### config.mk
export PLATFORM = sky130hd
export DESIGN_NAME = blackparrot_fpga_host_io_out
export DESIGN_NICKNAME = d
export VERILOG_FILES = /design/src/rtl/blackparrot_fpga_host_io_out.sv
export SDC_FILE = /design/constraint.sdc
export NUM_CORES = 1
export LEC_CHECK = 0
export BUFFER_PORTS_ARGS = -buffer_cell sky130_fd_sc_hd__clkbuf_2
export CORE_MARGIN = 4
export CORE_UTILIZATION = 55
export DETAILED_ROUTE_END_ITERATION = 8
export PLACE_DENSITY = 0.85
export SLEW_MARGIN = 20
export SYNTH_ARGS = -nofsm -noshare
export SYNTH_HDL_FRONTEND = slang
export SYNTH_SLANG_ARGS = --single-unit
### constraint.sdc
create_clock -name clk -period 5.4 [get_ports clk]
set_input_delay 0.27 -clock clk [delete_from_list [all_inputs] [get_ports clk]]
set_output_delay 0.27 -clock clk [all_outputs]
set_load 0.02 [all_outputs]
### src/rtl/blackparrot_fpga_host_io_out.sv
// AXI4 slave for BP I/O-out traffic: each access becomes a 5-flit NBF packet
// to the host; reads wait for two 32b response flits before answering on R.
module blackparrot_fpga_host_io_out #(
    parameter int S_AXI_ADDR_WIDTH   = 64,
    parameter int S_AXI_DATA_WIDTH   = 64,
    parameter int S_AXI_ID_WIDTH     = 4,
    parameter int fifo_data_width_p  = 32,
    parameter int nbf_opcode_width_p = 8
) (
    input  logic                          clk,
    input  logic                          reset,

    input  logic [S_AXI_ADDR_WIDTH-1:0]   s_axi_awaddr,
    input  logic [S_AXI_ID_WIDTH-1:0]     s_axi_awid,
    input  logic [2:0]                    s_axi_awsize,
    input  logic                          s_axi_awvalid,
    output logic                          s_axi_awready,

    input  logic [S_AXI_DATA_WIDTH-1:0]   s_axi_wdata,
    input  logic [S_AXI_DATA_WIDTH/8-1:0] s_axi_wstrb,
    input  logic                          s_axi_wlast,
    input  logic                          s_axi_wvalid,
    output logic                          s_axi_wready,

    output logic [S_AXI_ID_WIDTH-1:0]     s_axi_bid,
    output logic [1:0]                    s_axi_bresp,
    output logic                          s_axi_bvalid,
    input  logic                          s_axi_bready,

    input  logic [S_AXI_ADDR_WIDTH-1:0]   s_axi_araddr,
    input  logic [S_AXI_ID_WIDTH-1:0]     s_axi_arid,
    input  logic [2:0]                    s_axi_arsize,
    input  logic                          s_axi_arvalid,
    output logic                          s_axi_arready,

    output logic [S_AXI_DATA_WIDTH-1:0]   s_axi_rdata,
    output logic [S_AXI_ID_WIDTH-1:0]     s_axi_rid,
    output logic [1:0]                    s_axi_rresp,
    output logic                          s_axi_rlast,
    output logic                          s_axi_rvalid,
    input  logic                          s_axi_rready,

    output logic                          io_v_o,
    output logic [fifo_data_width_p-1:0]  io_data_o,
    input  logic                          io_yumi_i,

    input  logic                          io_resp_v_i,
    input  logic [fifo_data_width_p-1:0]  io_resp_data_i,
    output logic                          io_resp_ready_and_o
);

    typedef enum logic [2:0] {
        e_ready,
        e_send,
        e_bresp,
        e_rdata,
        e_rresp
    } state_e;

    localparam logic [nbf_opcode_width_p-1:0] rd_op_lp = 'h10;
    localparam int op_pad_lp = nbf_opcode_width_p - 3;
    localparam int flit_pad_lp = fifo_data_width_p - nbf_opcode_width_p;

    state_e state_q, state_d;

    logic                          rr_rd_pri_q, rr_rd_pri_d;
    logic                          rd_q, rd_d;
    logic [S_AXI_ID_WIDTH-1:0]     id_q, id_d;
    logic [S_AXI_ADDR_WIDTH-1:0]   addr_q, addr_d;
    logic [S_AXI_DATA_WIDTH-1:0]   data_q, data_d;
    logic [nbf_opcode_width_p-1:0] op_q, op_d;
    logic [2:0]                    cnt_q, cnt_d;
    logic [S_AXI_DATA_WIDTH-1:0]   resp_q, resp_d;
    logic                          rcnt_q, rcnt_d;

    logic wr_elig, rd_elig;
    logic grant_w, grant_r;
    logic last_flit;
    logic unused_w;

    assign unused_w = ^{s_axi_wstrb, s_axi_wlast};

    // Both eligible: rr flag picks; it flips on every grant
    assign wr_elig = s_axi_awvalid & s_axi_wvalid;
    assign rd_elig = s_axi_arvalid;
    assign grant_w = (state_q == e_ready) & wr_elig
                   & (~rd_elig | ~rr_rd_pri_q);
    assign grant_r = (state_q == e_ready) & rd_elig & ~grant_w;
    assign last_flit = io_yumi_i & (cnt_q == 3'd4);

    always_ff @(posedge clk) begin
        if (reset) begin
            state_q     <= e_ready;
            rr_rd_pri_q <= 1'b0;
            rd_q        <= 1'b0;
            id_q        <= '0;
            addr_q      <= '0;
            data_q      <= '0;
            op_q        <= '0;
            cnt_q       <= '0;
            resp_q      <= '0;
            rcnt_q      <= 1'b0;
        end else begin
            state_q     <= state_d;
            rr_rd_pri_q <= rr_rd_pri_d;
            rd_q        <= rd_d;
            id_q        <= id_d;
            addr_q      <= addr_d;
            data_q      <= data_d;
            op_q        <= op_d;
            cnt_q       <= cnt_d;
            resp_q      <= resp_d;
            rcnt_q      <= rcnt_d;
        end
    end

    always_comb begin
        state_d = state_q;
        unique case (state_q)
            e_ready: begin
                if (grant_w | grant_r)
                    state_d = e_send;
            end
            e_send: begin
                if (last_flit)
                    state_d = rd_q ? e_rdata : e_bresp;
            end
            e_bresp: begin
                if (s_axi_bready)
                    state_d = e_ready;
            end
            e_rdata: begin
                if (io_resp_v_i & rcnt_q)
                    state_d = e_rresp;
            end
            e_rresp: begin
                if (s_axi_rready)
                    state_d = e_ready;
            end
            default: state_d = e_ready;
        endcase
    end

    // Packet capture, flit counter and read-response assembly
    always_comb begin
        rr_rd_pri_d = rr_rd_pri_q;
        rd_d        = rd_q;
        id_d        = id_q;
        addr_d      = addr_q;
        data_d      = data_q;
        op_d        = op_q;
        cnt_d       = cnt_q;
        resp_d      = resp_q;
        rcnt_d      = rcnt_q;
        if (grant_w) begin
            rr_rd_pri_d = ~rr_rd_pri_q;
            rd_d        = 1'b0;
            id_d        = s_axi_awid;
            addr_d      = s_axi_awaddr;
            data_d      = s_axi_wdata >> {s_axi_awaddr[2:0], 3'b000};
            op_d        = {{op_pad_lp{1'b0}}, s_axi_awsize};
            cnt_d       = '0;
            rcnt_d      = 1'b0;
        end else if (grant_r) begin
            rr_rd_pri_d = ~rr_rd_pri_q;
            rd_d        = 1'b1;
            id_d        = s_axi_arid;
            addr_d      = s_axi_araddr;
            data_d      = '0;
            op_d        = {{op_pad_lp{1'b0}}, s_axi_arsize} | rd_op_lp;
            cnt_d       = '0;
            rcnt_d      = 1'b0;
        end
        if ((state_q == e_send) && io_yumi_i)
            cnt_d = cnt_q + 3'd1;
        if ((state_q == e_rdata) && io_resp_v_i) begin
            if (rcnt_q)
                resp_d[63:32] = io_resp_data_i;
            else
                resp_d[31:0] = io_resp_data_i;
            rcnt_d = ~rcnt_q;
        end
    end

    always_comb begin
        s_axi_awready       = grant_w;
        s_axi_wready        = grant_w;
        s_axi_arready       = grant_r;
        s_axi_bid           = id_q;
        s_axi_bresp         = 2'b00;
        s_axi_bvalid        = (state_q == e_bresp);
        s_axi_rdata         = resp_q << {addr_q[2:0], 3'b000};
        s_axi_rid           = id_q;
        s_axi_rresp         = 2'b00;
        s_axi_rvalid        = (state_q == e_rresp);
        s_axi_rlast         = (state_q == e_rresp);
        io_v_o              = (state_q == e_send);
        io_resp_ready_and_o = (state_q == e_rdata);
        io_data_o           = '0;
        unique case (cnt_q)
            3'd0:    io_data_o = data_q[31:0];
            3'd1:    io_data_o = data_q[63:32];
            3'd2:    io_data_o = addr_q[31:0];
            3'd3:    io_data_o = addr_q[63:32];
            3'd4:    io_data_o = {{flit_pad_lp{1'b0}}, op_q};
            default: io_data_o = '0;
        endcase
    end

endmodule

; Word level (Yosys, flattened, before mapping)
; Index checks and enable logic that the tools add are counted.
[word_totals]
word_cells = 75
out_inout_bits = 116
inputBits = 256
register_bits = 208
[classes]
bitwise_logic = 13
n_eq_ne = 13
shifts = 2
reduce_logical = 11
n_addsub = 1
n_mux = 24
[op_table]
columns = cell, count
row1 = $mux 64, 4
row2 = $pmux 32 s5, 1
row3 = $shl 64x6->64, 1
row4 = $shr 64x6->64, 1
row5 = $mux 3, 10
row6 = $pmux 3 s5, 1
row7 = $eq 3x2->1 const B, 4
row8 = $ne 2x1->1 const B, 5
row9 = $mux 4, 2
row10 = $and 1x1->1, 7
row11 = $eq 3x1->1 const B, 2
row12 = $eq 3x3->1 const B, 2
row13 = $logic_not 3->1, 2
row14 = $mux 1, 6
row15 = $reduce_bool 3->1, 2
row16 = $reduce_and 5->1, 1
row17 = $not 1->1, 4
row18 = $reduce_and 2->1, 2
row19 = $add 3x1->3 const B, 1
row20 = $logic_and 1x1->1, 2
row21 = $or 1x1->1, 2
row22 = $reduce_bool 2->1, 1
row23 = $reduce_or 2->1, 1

; Depth between registers and ports, before layout
[logic_depth]
ltp_word = 8
mapped_depth = 8
ltp_nobuf = 6

; Least setup slack after synthesis
; Ideal clock, no wire load.
[synth_timing]
path_kind = reg-to-output
startpoint = reg addr_q[2]
endpoint = out s_axi_rdata[49]
arrival_ns = 1.759
t_required_ns = 5.130
path_stages_with_launch = 5
path_buffers = 3
setup_slack_ns = 3.371
cell_sequence = dfxtp_1 -> buf_2 -> buf_1 -> buf_1 -> mux2i_1
[synth_between]
elab_chain_cells = 1
[synth_lines]
columns = element, line
row1 = from (decl), 69  ; logic [S_AXI_ADDR_WIDTH-1:0] addr_q, addr_d;
row2 = from (signal assigned), 108  ; addr_q <= addr_d;
row3 = $shl 64x6->64, 192  ; s_axi_rdata = resp_q << {addr_q[2:0], 3'b000};
row4 = to (decl), 36  ; output logic [S_AXI_DATA_WIDTH-1:0] s_axi_rdata,
; No other way between the ends.

; Worst setup path after layout
[layout_timing]
startpoint = reg state_q[0]
endpoint = out s_axi_awready
[layout_between]
elab_chain_cells = 3
[layout_lines]
columns = element, line
row1 = from (decl), 64  ; state_e state_q, state_d;
row2 = from (signal assigned), 93  ; state_q <= e_ready;
row3 = from (signal assigned), 104  ; state_q <= state_d;
row4 = $logic_not 3->1, 86  ; assign grant_w = (state_q == e_ready) & wr_elig
row5 = $and 1x1->1, 86
row6 = $and 1x1->1, 87  ; & (~rd_elig | ~rr_rd_pri_q);
row7 = to (decl), 17  ; output logic s_axi_awready,
; No other way between the ends.

==> metrics.yaml <==
run_status:
  status: "finished clean"
cts:
  clock-sinks: 208
  clockBufferDepth: 3
  cts_root_buffer: "clkbuf_16"
  clk_pin_slew_ps: 60
  insertion_delay_ps: 500
  postCtsSetupRepairBufs: 0
  cts_tree: "done"
  numCtsBuffers: 22
  cts_resized: 0
  htreeDepth: 1
  hold_buffers: 15
placement:
  hpwl_um: 29200
  gp_congestion: 0.9314
  dpl-instance-area_mm2: 0.01382
  port_buffers: 358
  dp_cells: 2012
final_layout:
  post-route-util_pct: 67.22
  stdcell_count: 2065
  final_area_mm2: 0.01467
  diodes: 0
  drive_gt1_share_pct: 29.47
  areaGrowthSynthToFinish_pct: 20.47
  final_nets: 2032
drt:
  wire_per_inst_um: 19.76
  dr.pass1.iters: 6
  drtIter0Drc: 1062
  wl_met2_um: 20080
  antenna_left: 0
  vias: 12626
  avgViaCountPerCell: 6.114
  met3_length_um: 3356
  highest_layer: "met4"
  drt-total-wl_um: 40800
  wl_met1_um: 14830
  drc_errors: 0
sta:
  setup_viol: 0
  finalCritPeriodShare_pct: 64.93
  fmax_ghz: 0.2852
  drv_slew: 0
  rsz0062_at_grt: "false"
  worstMarginPinSlew_ps: 1129
  slew_headroom_pct: 24.15
  fin_crit_ps: 3506
  setup_tns_ps: 0
  finalHoldViolCount: 0
  skew_ps: 14.12
logic_synthesis:
  ys_top_cells_by_area: "dfxtp_1 (34%), nand2_1 (11%), mux2i_1 (7.1%), a22oi_1 (6.8%), mux4_2 (5.9%)"
  postSynthAreaPerCell_um2: 8.092
  synth_top_area_share_pct: 34.19
  synth_edf_count: 0
  synth.most_common_cell: "nand2_1"
  yosys-top-cells-count: "nand2_1 (370), dfxtp_1 (208), nor2_1 (159)"
  yosysTopAreaCell: "dfxtp_1"
  synth-seq-cells: 208
  synth_area_mm2: 0.01218
  ys_seq_area_share_pct: 34.19
  synth_cell_types: 53
  synthArstFlopShare_pct: 0
  synth_cells: 1505
  synth_warnings: 0
  synth_flop_cell: "dfxtp_1"
floorplanning:
  die_y_um: 156.8
  rows: 54
  core_mm2: 0.02182
  die_w_um: 156.8
  initial_core_util_pct: 55.80
  num_io_pins: 372
  die_area_mm2: 0.02459
critical_path:
  crit_arrival_ps: 3240
  cp_max_fo: 87
  crit_path_end_kind: "primary output"
  worstPathRequired_ps: 5130
  startpoint_type: "flop"
  path_class: "flop to primary output"
grt:
  grt_antenna_before_repair: 0
  grt_max_degree: 141
  grt_pass1_vias: 12009
  grt_pass1_wl_um: 61970
  grt_use_total_pct: 31.31
  grt_overflow: 0
pwr:
  power.leakage_uw: 0.006163
  power.density_mw_per_mm2: 309.4
  peakVddDrop_mv: 0.1911
flow_run:
  max_cap_viol_count: 0
hold_path:
  hp-class: "input port to flop"
placed cells by master, fill, tap and decap left out, types with 2 or more instances in the layout:
| master | instances |
|---|---|
| clkbuf_2 | 356 |
| nor2b_1 | 14 |
| dlygate4sd3_1 | 15 |
| mux2i_1 | 86 |
| a211oi_1 | 3 |
| ha_1 | 5 |
| o22ai_1 | 17 |
| a222oi_1 | 3 |
| or2_2 | 3 |
| a22oi_1 | 110 |
| a311oi_1 | 47 |
| clkinv_4 | 2 |
| nor2b_2 | 2 |
| clkbuf_8 | 6 |
| clkbuf_16 | 23 |
| nor3b_1 | 2 |
| dfxtp_1 | 205 |
| clkbuf_1 | 6 |
| dfxtp_2 | 2 |
| o21ai_0 | 33 |
| clkinv_2 | 2 |
| nor2_2 | 2 |
| nand2_1 | 370 |
| mux2_2 | 40 |
| o211ai_1 | 10 |
| buf_4 | 18 |
| a32oi_1 | 16 |
| nand2b_1 | 12 |
| inv_1 | 7 |
| and2_1 | 11 |
| conb_1 | 4 |
| nor4_4 | 2 |
| a311oi_2 | 22 |
| nor2_1 | 157 |
| a21oi_1 | 111 |
| o2bb2ai_1 | 2 |
| nand3_1 | 5 |
| mux4_2 | 32 |
worst paths after layout:
check | startpoint | endpoint | slack, ps | cells past startpoint
setup reg to reg | state_q[0] | data_q[18] | 2290 | 6
hold / removal | s_axi_awaddr[57] | addr_q[57] | 10 | 3
setup / recovery | state_q[0] | s_axi_awready | 1890 | 5
hold reg to reg | data_q[1] | data_q[1] | 440 | 2
stage by stage:
step / setup WS (ps) / hold WS [ps] / power, µW
final: 1894 / 13.51 / 4538
after global routing: 1764 / 7.456 / 4740
after CTS: 1971 / 0.3868 / 4546
after detailed placement: 2436 / 430.0 / 3082
after global placement: 2533 / 426.0 / 3049
after floorplan: 3371 / 406.0 / 2711
final cells by class:
| type | instances | area [µm²] |
|---|---|---|
| multi-input combinational | 1140 | 7317 |
| fill | 1806 | 7153 |
| sequential | 208 | 4170 |
| timing repair buffer | 391 | 2098 |
| clock buffer | 35 | 680.7 |
| tap | 280 | 350.3 |
| inverter | 8 | 35.03 |
| clock inverter | 3 | 18.77 |
layer usage:
layer  vias up  track usage [%]
li1       5896                -
met3       137            5.171
met1      5905            36.36
met4         0            17.60
met5         -                0
met2       688            54.70
worst max-delay path, cell delays in order, from the launching register on:
cell and delay (ps):
dfxtp_1 570, or3_4 240, or3_2 110, buf_4 550
clkinv_4 720, clkbuf_2 360
power breakdown:
part	internal, µW	leakage, µW	switching (µW)
Sequential	1680	0.00170	137
Combinational	464	0.00412	795
Clock	860	0.000346	605
sequential cells by signal, summed over array words and instances, names as in the netlist:
| name | flops |
|---|---|
| resp_q | 64 |
| rd_q | 1 |
| rcnt_q | 1 |
| rr_rd_pri_q | 1 |
| op_q | 3 |
| s_axi_bid | 4 |
| cnt_q | 3 |
| state_q | 3 |
| data_q | 64 |
| addr_q | 64 |
cells by family after synthesis:
| group | share of synthesized area (%) |
|---|---|
| adders and majority gates | 0.5137 |
| buffers and inverters | 6.011 |
| AOI/OAI and AO/OA | 22.21 |
| xor gates and xnor gates | 0.07193 |
| and+or+nand+nor | 20.28 |
| DFF | 34.19 |
| other | 0.03079 |
| muxes | 16.69 |
(Power assumes the default switching activity.)
